### src/rtl/irq_timer_gen.sv
// Multi-channel periodic interrupt timer with a write-acknowledged config port and EOI handshake.
// Optional per-channel saturating overrun counters are built when IRQ_TIMER_OVERRUN_EN is defined.
module irq_timer_gen #(
    parameter int unsigned NUM_CH     = 2,
    parameter int unsigned CNT_W      = 16,
    parameter int unsigned IRQ_BASE   = 4,
    parameter int unsigned PERIOD_RST = 8191
) (
    input  logic                clk,
    input  logic                resetn,
    input  logic                cfg_valid,
    input  logic [3:0]          cfg_addr,
    input  logic [31:0]         cfg_wdata,
    output logic                cfg_ready,
    input  logic [31:0]         eoi,
    output logic [31:0]         irq,
    output logic [8*NUM_CH-1:0] overrun_cnt
);

    logic [CNT_W-1:0]  cnt_q [NUM_CH];
    logic [CNT_W-1:0]  cnt_d [NUM_CH];
    logic [CNT_W-1:0]  per_q [NUM_CH];
    logic [CNT_W-1:0]  per_d [NUM_CH];
    logic [NUM_CH-1:0] en_q, en_d;
    logic [NUM_CH-1:0] pend_q, pend_d;
    logic [NUM_CH-1:0] wr_per, wr_ctrl, dis_wr, fire;
    logic              cfg_ready_q, cfg_ready_d;
    logic              wr_en;
    logic              unused_in;

    // A write is taken only while no acknowledge is outstanding, giving one write per 2 cycles.
    assign wr_en       = cfg_valid & ~cfg_ready_q;
    assign cfg_ready_d = wr_en;
    assign cfg_ready   = cfg_ready_q;
    assign unused_in   = ^{cfg_wdata, eoi};

    always_comb begin
        wr_per  = '0;
        wr_ctrl = '0;
        dis_wr  = '0;
        fire    = '0;
        en_d    = en_q;
        pend_d  = pend_q;
        for (int i = 0; i < NUM_CH; i++) begin
            cnt_d[i]   = cnt_q[i];
            per_d[i]   = per_q[i];
            wr_per[i]  = wr_en && (cfg_addr[3:1] == 3'(i)) && !cfg_addr[0];
            wr_ctrl[i] = wr_en && (cfg_addr[3:1] == 3'(i)) && cfg_addr[0];
            dis_wr[i]  = wr_ctrl[i] && !cfg_wdata[0];
            // Period loads and disables override a fire landing on the same edge.
            fire[i]    = en_q[i] && (cnt_q[i] == per_q[i]) && !wr_per[i] && !dis_wr[i];

            if (wr_per[i]) begin
                per_d[i] = cfg_wdata[CNT_W-1:0];
                cnt_d[i] = '0;
            end else if (!en_q[i] || dis_wr[i] || fire[i]) begin
                cnt_d[i] = '0;
            end else begin
                cnt_d[i] = cnt_q[i] + CNT_W'(1);
            end

            if (wr_ctrl[i]) begin
                en_d[i] = cfg_wdata[0];
            end

            if (dis_wr[i]) begin
                pend_d[i] = 1'b0;
            end else if (fire[i]) begin
                pend_d[i] = 1'b1;
            end else if (eoi[IRQ_BASE+i]) begin
                pend_d[i] = 1'b0;
            end
        end
    end

    always_ff @(posedge clk or negedge resetn) begin
        if (!resetn) begin
            cfg_ready_q <= 1'b0;
            en_q        <= '0;
            pend_q      <= '0;
            for (int i = 0; i < NUM_CH; i++) begin
                cnt_q[i] <= '0;
                per_q[i] <= CNT_W'(PERIOD_RST);
            end
        end else begin
            cfg_ready_q <= cfg_ready_d;
            en_q        <= en_d;
            pend_q      <= pend_d;
            for (int i = 0; i < NUM_CH; i++) begin
                cnt_q[i] <= cnt_d[i];
                per_q[i] <= per_d[i];
            end
        end
    end

    always_comb begin
        irq = '0;
        for (int i = 0; i < NUM_CH; i++) begin
            irq[IRQ_BASE+i] = pend_q[i];
        end
    end

`ifdef IRQ_TIMER_OVERRUN_EN
    logic [7:0]        ovr_q [NUM_CH];
    logic [7:0]        ovr_d [NUM_CH];
    logic [NUM_CH-1:0] ovr_evt;

    // An acknowledge coinciding with a fire absorbs it, so only unacknowledged refires count.
    always_comb begin
        ovr_evt = '0;
        for (int i = 0; i < NUM_CH; i++) begin
            ovr_evt[i] = fire[i] && pend_q[i] && !eoi[IRQ_BASE+i];
            ovr_d[i]   = ovr_q[i];
            if (wr_ctrl[i] && cfg_wdata[1]) begin
                ovr_d[i] = 8'd0;
            end else if (ovr_evt[i] && (ovr_q[i] != 8'hFF)) begin
                ovr_d[i] = ovr_q[i] + 8'd1;
            end
        end
    end

    always_ff @(posedge clk or negedge resetn) begin
        if (!resetn) begin
            for (int i = 0; i < NUM_CH; i++) begin
                ovr_q[i] <= 8'd0;
            end
        end else begin
            for (int i = 0; i < NUM_CH; i++) begin
                ovr_q[i] <= ovr_d[i];
            end
        end
    end

    always_comb begin
        overrun_cnt = '0;
        for (int i = 0; i < NUM_CH; i++) begin
            overrun_cnt[8*i +: 8] = ovr_q[i];
        end
    end
`else
    assign overrun_cnt = '0;
`endif

endmodule

### config.mk
export PLATFORM = sky130hd
export DESIGN_NAME = irq_timer_gen
export DESIGN_NICKNAME = d
export VERILOG_FILES = /design/src/rtl/irq_timer_gen.sv
export SDC_FILE = /design/constraint.sdc
export NUM_CORES = 1
export LEC_CHECK = 0
export ABC_AREA = 0
export CAP_MARGIN = 20
export CORE_MARGIN = 10
export CORE_UTILIZATION = 38
export CTS_BUF_LIST = sky130_fd_sc_hd__clkbuf_8
export CTS_CLUSTER_DIAMETER = 120
export DETAILED_ROUTE_END_ITERATION = 8
export GPL_ROUTABILITY_DRIVEN = 0
export PLACE_DENSITY = 0.78
export SYNTH_ARGS = -nofsm -noshare
export SYNTH_HDL_FRONTEND = slang
export SYNTH_SLANG_ARGS = --single-unit
### constraint.sdc
create_clock -name clk -period 3.1 [get_ports clk]
set_clock_uncertainty 0.1 [all_clocks]
set_input_delay 0.775 -clock clk [delete_from_list [all_inputs] [get_ports clk]]
set_output_delay 0.775 -clock clk [all_outputs]
set_load 0.05 [all_outputs]
==> flow_metrics.env, run 1 <==
export IMPL_syn_inst=340
export IMPL_ys_seq_area_share_pct=45.7
export IMPL_synth_compound_area_share_pct=1.82
export IMPL_worstHoldPathType="register to register"
export IMPL_clock_path_buffers=2
export IMPL_worst_slew_pin_slew_ps=921
export IMPL_synth_fa_ha_area_share_pct=0.650
export IMPL_synth_top_family_by_area="simple AND/OR/NAND/NOR gates"
export IMPL_die_y_um=121
export IMPL_cts_root_buf="clkbuf_8"
export IMPL_r2r_cells=4
export IMPL_numCtsBuffers=9
export IMPL_cp_max_fo=3
export IMPL_wl_per_cell_um=15.1
export IMPL_diodes=0
export IMPL_power_density_nw_per_um2=555
export IMPL_clock_sinks=69
export IMPL_port_buffers=27
export IMPL_hpwl_mm=5.63
export IMPL_synth_avg_cell_area_um2=11.3
export IMPL_setup_viol=0
export IMPL_critical_path_max_stage_delay_ps=840
export IMPL_path_class="register to primary output"
export IMPL_hold_end="cfg_ready"
export IMPL_start_kind="register"
export IMPL_firstDrtPassIters=4
export IMPL_clock_latency_ps=340
export IMPL_grt_overflow_total=0
export IMPL_setup_tns_ps=0
export IMPL_initial_utilization_pct=39.2
export IMPL_postCtsResizedCells=0
export IMPL_min_path_cells=1
export IMPL_ant_nets=0
export IMPL_grt_first_pass_wirelength_mm=12.9
export IMPL_synthesis_yosys_warnings=0
export IMPL_ys_ff_latch=69
export IMPL_maxSlewViolCount=0
export IMPL_synthToLayoutAreaGrowth_pct=9.20
export IMPL_maxCapViolCount=0
export IMPL_finish_net_count=440
export IMPL_crit_buf_inv=1
export IMPL_rows=36
export IMPL_r2r_end="cnt_q[1]"
export IMPL_ioPinCount=120
export IMPL_tritoncts="built"
export IMPL_hold_viol=0
export IMPL_leakagePower_nw=1.66
export IMPL_endpoint_kind="primary output"
export IMPL_period_needed_ps=2460
export IMPL_track_usage_pct=10.8
export IMPL_finalInstanceArea_um2=4200
export IMPL_die_w_um=121
export IMPL_htree_levels=3
export IMPL_grt_max_degree=70
export IMPL_clk_pin_slew_worst_paths_ps=60
export IMPL_drive_gt1_share_pct=22.0
export IMPL_rsz0062_at_grt="no"
export IMPL_min_from="cfg_ready"
export IMPL_core_um2=9820
export IMPL_relSlewSlack_pct=38.2
export IMPL_synth_xor_area_share_pct=13.2
export IMPL_timing_rr_start="cnt_q[12]"
export IMPL_dieArea_um2=14600
export IMPL_cp_slowest_cell="clkdlybuf4s50_1"
export IMPL_period_share_pct=79.4
export IMPL_synth_cell_type_count=37
export IMPL_critical_path_required_ps=2220
export IMPL_grt_pass1_vias=2590
export IMPL_peakVddDrop_uv=240
export IMPL_synth_mux_area_share_pct=10.9
export IMPL_clock_fmax_ghz=0.406
export IMPL_wirelength_mm=7.63
export IMPL_path_cells="clkdlybuf4s50_1"
export IMPL_critPathTopFamily="buffers and inverters"
export IMPL_viasPerCell=4.79
export IMPL_syn_area_um2=3850
export IMPL_r2r_setup_slack_ps=1010
export IMPL_drt_iter0_drc=134
export IMPL_synthSimpleGateAreaFrac_pct=15.8
export IMPL_cts_setup_buffers=0
export IMPL_vias=2419
export IMPL_placed_cell_area_um2=4040
export IMPL_drc=0
export IMPL_outcome="finished, final reports clean"
export IMPL_antenna_found_initial=0
export IMPL_hold_buffers=0
export IMPL_worstPathArrival_ps=1590
worst register-to-register path: cells and delay by family (launching register included):
kind | cells | cell delay, ps
DFF | 1 | 460
and+or+nand+nor | 3 | 1170
xor gates and xnor gates | 1 | 210
cell type report:
class	instances	area (um2)
multi-input cells	252	1800
repair buffers	31	295
clock inverters	6	25.0
well taps	133	166
fillers	943	5620
inverters	4	15.0
flip-flops and latches	69	1760
clock buffers	10	138
Yosys cell counts:
| cell | n | area share [%] |
|---|---|---|
| xnor2_1 | 51 | 12 |
| buf_4 | 49 | 9.6 |
| dfrtp_1 | 43 | 28 |
| nor3_1 | 34 | 4.4 |
| dfstp_2 | 26 | 18 |
| mux2_2 | 24 | 7.0 |
| nand4_1 | 16 | 2.6 |
| nand2_1 | 13 | 1.3 |
| mux2_4 | 10 | 3.9 |
| nand3_1 | 7 | 0.91 |
| xor2_1 | 7 | 1.6 |
| nor4_1 | 6 | 0.98 |
| nor2_1 | 5 | 0.49 |
| inv_1 | 4 | 0.39 |
| and2_1 | 3 | 0.49 |
| buf_2 | 3 | 0.39 |
| buf_6 | 3 | 0.88 |
| clkbuf_2 | 3 | 0.39 |
| a211oi_1 | 2 | 0.39 |
| a32o_1 | 2 | 0.52 |
| and3_1 | 2 | 0.33 |
| clkbuf_1 | 2 | 0.20 |
| ha_1 | 2 | 0.65 |
| nand2b_1 | 2 | 0.33 |
| nand3b_1 | 2 | 0.39 |
| nor2b_1 | 2 | 0.33 |
| nor3b_1 | 2 | 0.39 |
| nor4_4 | 2 | 1.1 |
| o21a_1 | 2 | 0.39 |
| o21ai_0 | 2 | 0.26 |
| o21ai_1 | 2 | 0.26 |
| or3_1 | 2 | 0.33 |
| and4_1 | 1 | 0.23 |
| conb_1 | 1 | 0.097 |
| nand4_2 | 1 | 0.33 |
| nor2_4 | 1 | 0.29 |
| nor4b_4 | 1 | 0.62 |
placed cells by master, fill, tap and decap left out:
cell | netlist | final
xor2_1 | 7 | 7
clkinv_2 | 0 | 2
and4_1 | 1 | 1
or3_1 | 2 | 2
nand2b_1 | 2 | 2
nand4_2 | 1 | 1
buf_2 | 3 | 1
mux2_2 | 24 | 24
clkdlybuf4s50_1 | 0 | 26
nor2_4 | 1 | 1
inv_1 | 4 | 8
clkbuf_8 | 0 | 10
a211oi_1 | 2 | 2
o21ai_0 | 2 | 2
nand4_1 | 16 | 16
nor2b_1 | 2 | 2
o21a_1 | 2 | 2
nand3b_1 | 2 | 2
nor4_4 | 2 | 2
nor3_1 | 34 | 34
o21ai_1 | 2 | 2
conb_1 | 1 | 46
mux2_4 | 10 | 10
dfstp_2 | 26 | 26
nor2_1 | 5 | 5
nor4b_4 | 1 | 1
and2_1 | 3 | 3
nor4_1 | 6 | 6
nor3b_1 | 2 | 2
xnor2_1 | 51 | 51
and3_1 | 2 | 2
nand3_1 | 7 | 7
dfrtp_1 | 43 | 43
nand2_1 | 13 | 13
a32o_1 | 2 | 2
buf_4 | 49 | 4
ha_1 | 2 | 2
where the power goes:
part           leakage, nW  switching [mW]  internal [mW]
combinational        0.699           0.306          0.235
clock                0.101           0.320          0.298
sequential           0.857          0.0966           1.08
total                 1.66           0.723           1.61
metal layers:
layer / vias to the layer above / routed length (um) / track usage, %
li1: 1136 / - / -
met1: 1174 / 3630 / 14.0
met2: 100 / 3270 / 15.6
met3: 9 / 599 / 4.37
met4: 0 / 134 / 4.75
met5: - / 0 / 0
state kept, by name (all words and copies together), names as in the netlist:
signal	count
cnt_q	32
per_q	32
en_q	2
pend_q	2
cfg_ready	1
logic make-up (layout without fill, tap and decap cells):
logic type | after synthesis | after routing
AND/OR/NAND/NOR | 102 | 102
flip-flops | 69 | 69
buffers and inverters | 64 | 51
XOR/XNOR | 58 | 58
multiplexers | 34 | 34
AO/OA/AOI/OAI | 10 | 10
adder cells (fa/ha/maj) | 2 | 2
other | 1 | 46
stage by stage:
step           instances  total power, mW  hold slack, ps  setup slack, ps  util, %
5_1_grt              505             2.47             437              571     42.8
3_5_place_dp         489             1.73             401              298     41.1
6_report             505             2.33             409              638     42.8
2_1_floorplan        385             1.63             379              958        -
3_3_place_gp         489             1.71             396              367     41.1
4_1_cts              505             2.36             416              604     42.8
how the worst max path moves through the flow:
stage               slack, ps  cells after the start        end   startpoint
global placement          370                      5  per_q[30]  cfg_addr[2]
global route              570                      5  per_q[30]  cfg_addr[2]
CTS                       600                      1  cfg_ready    cfg_ready
finish                    640                      1  cfg_ready    cfg_ready
detailed placement        300                      5  per_q[30]  cfg_addr[2]
floorplan                 960                      5  per_q[29]  cfg_addr[2]
Note: power is estimated with default switching activity, not from simulation.
==> run 2: changes to the inputs <==
==> constraint.sdc (replaced) <==
create_clock -name clk -period 2.3 [get_ports clk]
set_clock_uncertainty 0.1 [all_clocks]
set_input_delay 0.575 -clock clk [delete_from_list [all_inputs] [get_ports clk]]
set_output_delay 0.575 -clock clk [all_outputs]
set_load 0.05 [all_outputs]
==> run 2 against run 1 <==
  * Sequential cell count is the same
  * Sequential share of layout area shrank 0.93 points
  * Hold slack lost 360 ps
  * Register-to-register slack lost 480 ps
  * Critical path depth is the same
  * Combinational power grew 37%
  * Critical path type unchanged
  * Sequential power grew 35%
==> flow_metrics.env, run 2 (same netlist as run 1, synthesis figures left out) <==
export IMPL_holdWs_ps=45.0
export IMPL_finish_net_count=446
export IMPL_critPathTopFamily="buffers and inverters"
export IMPL_setup_viol=0
export IMPL_placed_cell_area_um2=4120
export IMPL_worstHoldPathType="input pin to asynchronous set/reset pin"
export IMPL_drc=0
export IMPL_top_regs="cnt_q: 32 flops, per_q: 32 flops"
export IMPL_pre_cts_ws_ps=-110
export IMPL_power_density_nw_per_um2=741
export IMPL_cts_setup_buffers=0
export IMPL_maxSlewViolCount=0
export IMPL_critical_path_required_ps=1620
export IMPL_wl_per_cell_um=15.0
export IMPL_ant_nets=0
export IMPL_ioPinCount=120
export IMPL_clock_fmax_ghz=0.455
export IMPL_track_usage_pct=10.8
export IMPL_path_class="register to primary output"
export IMPL_leakagePower_nw=1.72
export IMPL_cp_max_fo=2
export IMPL_hold_buffers=0
export IMPL_core_um2=9820
export IMPL_layout_setup_ws_ps=102
export IMPL_initial_utilization_pct=39.2
export IMPL_grt_overflow_total=0
export IMPL_maxCapViolCount=0
export IMPL_diodes=0
export IMPL_htree_levels=3
export IMPL_drive_gt1_share_pct=23.5
export IMPL_postCtsResizedCells=0
export IMPL_port_buffers=27
export IMPL_final_common_cell="xnor2_1"
export IMPL_rsz0062_at_grt="no"
export IMPL_post_place_cells=495
export IMPL_period_needed_ps=2200
export IMPL_worst_slew_pin_slew_ps=513
export IMPL_period_share_pct=95.6
export IMPL_grt_pass1_vias=2471
export IMPL_wirelength_mm=7.66
export IMPL_firstDrtPassIters=4
export IMPL_start_kind="register"
export IMPL_viasPerCell=4.76
export IMPL_clock_path_buffers=2
export IMPL_relSlewSlack_pct=65.7
export IMPL_crit_buf_inv=1
export IMPL_die_y_um=121
export IMPL_die_w_um=121
export IMPL_layout_common_cells="51 x xnor2_1, 46 x conb_1, 43 x dfrtp_1"
export IMPL_fillCellCount=940
export IMPL_clk_pin_slew_worst_paths_ps=80
export IMPL_cts_root_buf="clkbuf_8"
export IMPL_hold_viol=0
export IMPL_outcome="finished, final reports clean"
export IMPL_numCtsBuffers=9
export IMPL_layout_cells_non_filler=511
export IMPL_endpoint_kind="primary output"
export IMPL_drt_iter0_drc=100
export IMPL_clock_latency_ps=350
export IMPL_grt_max_degree=54
export IMPL_peakVddDrop_uv=354
export IMPL_finalInstanceArea_um2=4300
export IMPL_antenna_found_initial=0
export IMPL_rows=36
export IMPL_hpwl_mm=5.83
export IMPL_grt_first_pass_wirelength_mm=12.6
export IMPL_tritoncts="built"
export IMPL_clock_sinks=69
export IMPL_worstPathArrival_ps=1520
export IMPL_vias=2434
export IMPL_dieArea_um2=14600
export IMPL_path_cells="clkdlybuf4s50_1"
export IMPL_critical_path_max_stage_delay_ps=820
export IMPL_cp_slowest_cell="clkdlybuf4s50_1"
export IMPL_synthToLayoutAreaGrowth_pct=11.7
[run 2: changes by cell type in the layout (fill, tap and decap cells not counted)]
| cell | before | now |
|---|---|---|
| clkbuf_8 | 10 | 11 |
| dlymetal6s2s_1 | 0 | 1 |
| clkdlybuf4s50_1 | 26 | 25 |
| inv_1 | 8 | 7 |
| buf_4 | 4 | 7 |
| buf_12 | 0 | 3 |
[run 2: final timing paths]
path,from,end,slack (ps),cells after the start
max,pend_q[1],irq[5],100,1
min,resetn,cnt_q[11],40,1
max reg2reg,cnt_q[12],pend_q[1],530,5
min reg2reg,cfg_ready,cfg_ready,410,1
max in group asynchronous,resetn,per_q[22],1380,2
min in group clk,cfg_ready,cfg_ready,410,1
[run 2: cell type report]
class | instances | area, um2 | area share, %
Multi-Input combinational cell | 252 | 1800 | 42.0
Sequential cell | 69 | 1760 | 40.9
Timing Repair Buffer | 37 | 380 | 8.85
Tap cell | 133 | 166 | 3.87
Clock buffer | 11 | 151 | 3.52
Clock inverter | 5 | 21.3 | 0.495
Inverter | 4 | 15.0 | 0.349
[run 2: where the power goes]
part           internal [mW]  switching (mW)
clock network          0.435           0.430
registers               1.45           0.126
logic                  0.324           0.416
total                   2.21           0.972
[run 2: routing by layer]
| layer | routed length, um | up-vias | GRT usage [%] |
|---|---|---|---|
| met5 | 0 | - | 0 |
| met2 | 3440 | 82 | 15.8 |
| li1 | - | 1146 | - |
| met3 | 604 | 8 | 3.86 |
| met4 | 116 | 0 | 5.20 |
| met1 | 3500 | 1198 | 13.8 |
[run 2: metrics by stage]
stage / power [mW] / util, % / setup TNS [ps]
final: 3.18 / 43.8 / 0
after floorplan: 2.20 / - / 0
after CTS: 3.22 / 43.7 / 0
after detailed placement: 2.34 / 42.0 / -3070
after global placement: 2.31 / 42.0 / -830
after global routing: 3.35 / 43.8 / 0
==> run 3: changes to the inputs <==
==> constraint.sdc (replaced) <==
create_clock -name clk -period 2.3 [get_ports clk]
set_clock_uncertainty 0.1 [all_clocks]
set_input_delay 0.575 -clock clk [delete_from_list [all_inputs] [get_ports clk]]
set_output_delay 0.575 -clock clk [all_outputs]
set_load 0.01 [all_outputs]
==> run 3 against run 2 <==
  * Sequential power hardly changed
  * Largest cell class unchanged
  * Wire length unchanged
  * Sequential share of layout area barely moved
  * Highest routed layer unchanged
==> flow_metrics.env, run 3 (same netlist as run 1, synthesis figures left out) <==
export IMPL_worstHoldPathType="input pin to asynchronous set/reset pin"
export IMPL_cts_root_buf="clkbuf_8"
export IMPL_final_common_cell="xnor2_1"
export IMPL_worstPathArrival_ps=2160
export IMPL_maxSlewViolCount=0
export IMPL_vias=2434
export IMPL_ant_nets=0
export IMPL_cp_max_fo=16
export IMPL_top_regs="cnt_q: 32 flops, per_q: 32 flops"
export IMPL_finish_net_count=446
export IMPL_clock_path_buffers=2
export IMPL_diodes=0
export IMPL_path_class="input pin to register"
export IMPL_clk_pin_slew_worst_paths_ps=80
export IMPL_period_share_pct=88.7
export IMPL_grt_first_pass_wirelength_mm=12.6
export IMPL_outcome="finished, final reports clean"
export IMPL_postCtsResizedCells=0
export IMPL_critical_path_required_ps=2420
export IMPL_post_place_cells=495
export IMPL_htree_levels=3
export IMPL_peakVddDrop_uv=353
export IMPL_firstDrtPassIters=4
export IMPL_antenna_found_initial=0
export IMPL_layout_cells_non_filler=511
export IMPL_port_buffers=27
export IMPL_drive_gt1_share_pct=23.5
export IMPL_start_kind="input pin"
export IMPL_endpoint_kind="register"
export IMPL_hold_viol=0
export IMPL_drt_iter0_drc=100
export IMPL_power_density_nw_per_um2=710
export IMPL_numCtsBuffers=9
export IMPL_die_y_um=121
export IMPL_clock_sinks=69
export IMPL_track_usage_pct=10.8
export IMPL_rsz0062_at_grt="no"
export IMPL_period_needed_ps=2040
export IMPL_hpwl_mm=5.83
export IMPL_layout_common_cells="51 x xnor2_1, 46 x conb_1, 43 x dfrtp_1"
export IMPL_drc=0
export IMPL_grt_overflow_total=0
export IMPL_core_um2=9820
export IMPL_leakagePower_nw=1.70
export IMPL_tritoncts="built"
export IMPL_setup_viol=0
export IMPL_clock_fmax_ghz=0.490
export IMPL_grt_pass1_vias=2471
export IMPL_synthToLayoutAreaGrowth_pct=11.6
export IMPL_viasPerCell=4.76
export IMPL_rows=36
export IMPL_initial_utilization_pct=39.2
export IMPL_dieArea_um2=14600
export IMPL_clock_latency_ps=350
export IMPL_die_w_um=121
export IMPL_ioPinCount=120
export IMPL_pre_cts_ws_ps=-110
export IMPL_cts_setup_buffers=0
export IMPL_maxCapViolCount=0
export IMPL_wl_per_cell_um=15.0
export IMPL_wirelength_mm=7.66
export IMPL_hold_buffers=0
export IMPL_layout_setup_ws_ps=261
export IMPL_grt_max_degree=54
[run 3: changes by cell type in the layout (fill, tap and decap cells not counted), sizes merged]
cell	before	now
dlymetal6s2s	1	0
clkdlybuf4s50	25	26
[run 3: worst paths after layout]
| kind | startpoint | endpoint | slack (ps) | cells past startpoint |
|---|---|---|---|---|
| max | cfg_addr[2] | per_q[31] | 260 | 6 |
| min | resetn | cnt_q[11] | 50 | 1 |
| max reg2reg | cnt_q[12] | pend_q[1] | 530 | 5 |
| min reg2reg | cfg_ready | cfg_ready | 410 | 1 |
| max in group asynchronous | resetn | per_q[22] | 1380 | 2 |
| min in group clk | cfg_ready | cfg_ready | 410 | 1 |
[run 3: cell type report]
class	count	area, um2
Multi-Input combinational cell	252	1800
Clock buffer	11	151
Clock inverter	5	21.3
Inverter	4	15.0
Fill cell	940	5520
Timing Repair Buffer	37	378
Tap cell	133	166
Sequential cell	69	1760
[run 3: routing by layer]
metal | part of all wire (%) | global-route usage (%)
met1 | 46 | 13.8
met2 | 45 | 15.8
met3 | 7.7 | 3.86
met4 | 1.5 | 5.20
met5 | 0 | 0
[run 3: worst max-delay path: stages]
cell             delay, ps
clkdlybuf4s50_1        440
nor4b_4                370
nand2b_1               160
nor2_4                 120
buf_12                 160
mux2_2                 330
[run 3: through the flow]
step                      utilization, %  area (um2)  total power [mW]  hold slack (ps)  TNS [ps]
after floorplan                        -        4020              2.06              179         0
after global placement              42.0        4120              2.18              395      -830
after detailed placement            42.0        4120              2.21              401     -3070
after CTS                           43.7        4300              3.08             54.2         0
after global routing                43.7        4300              3.22             60.6         0
final                               43.7        4300              3.05             45.1         0
[run 3: power by group]
| part | leakage, nW | internal, mW | switching [mW] | total, mW |
|---|---|---|---|---|
| combinational | 0.743 | 0.324 | 0.281 | 0.605 |
| clock | 0.103 | 0.435 | 0.430 | 0.865 |
| sequential | 0.857 | 1.45 | 0.126 | 1.58 |
| total | 1.70 | 2.21 | 0.837 | 3.05 |
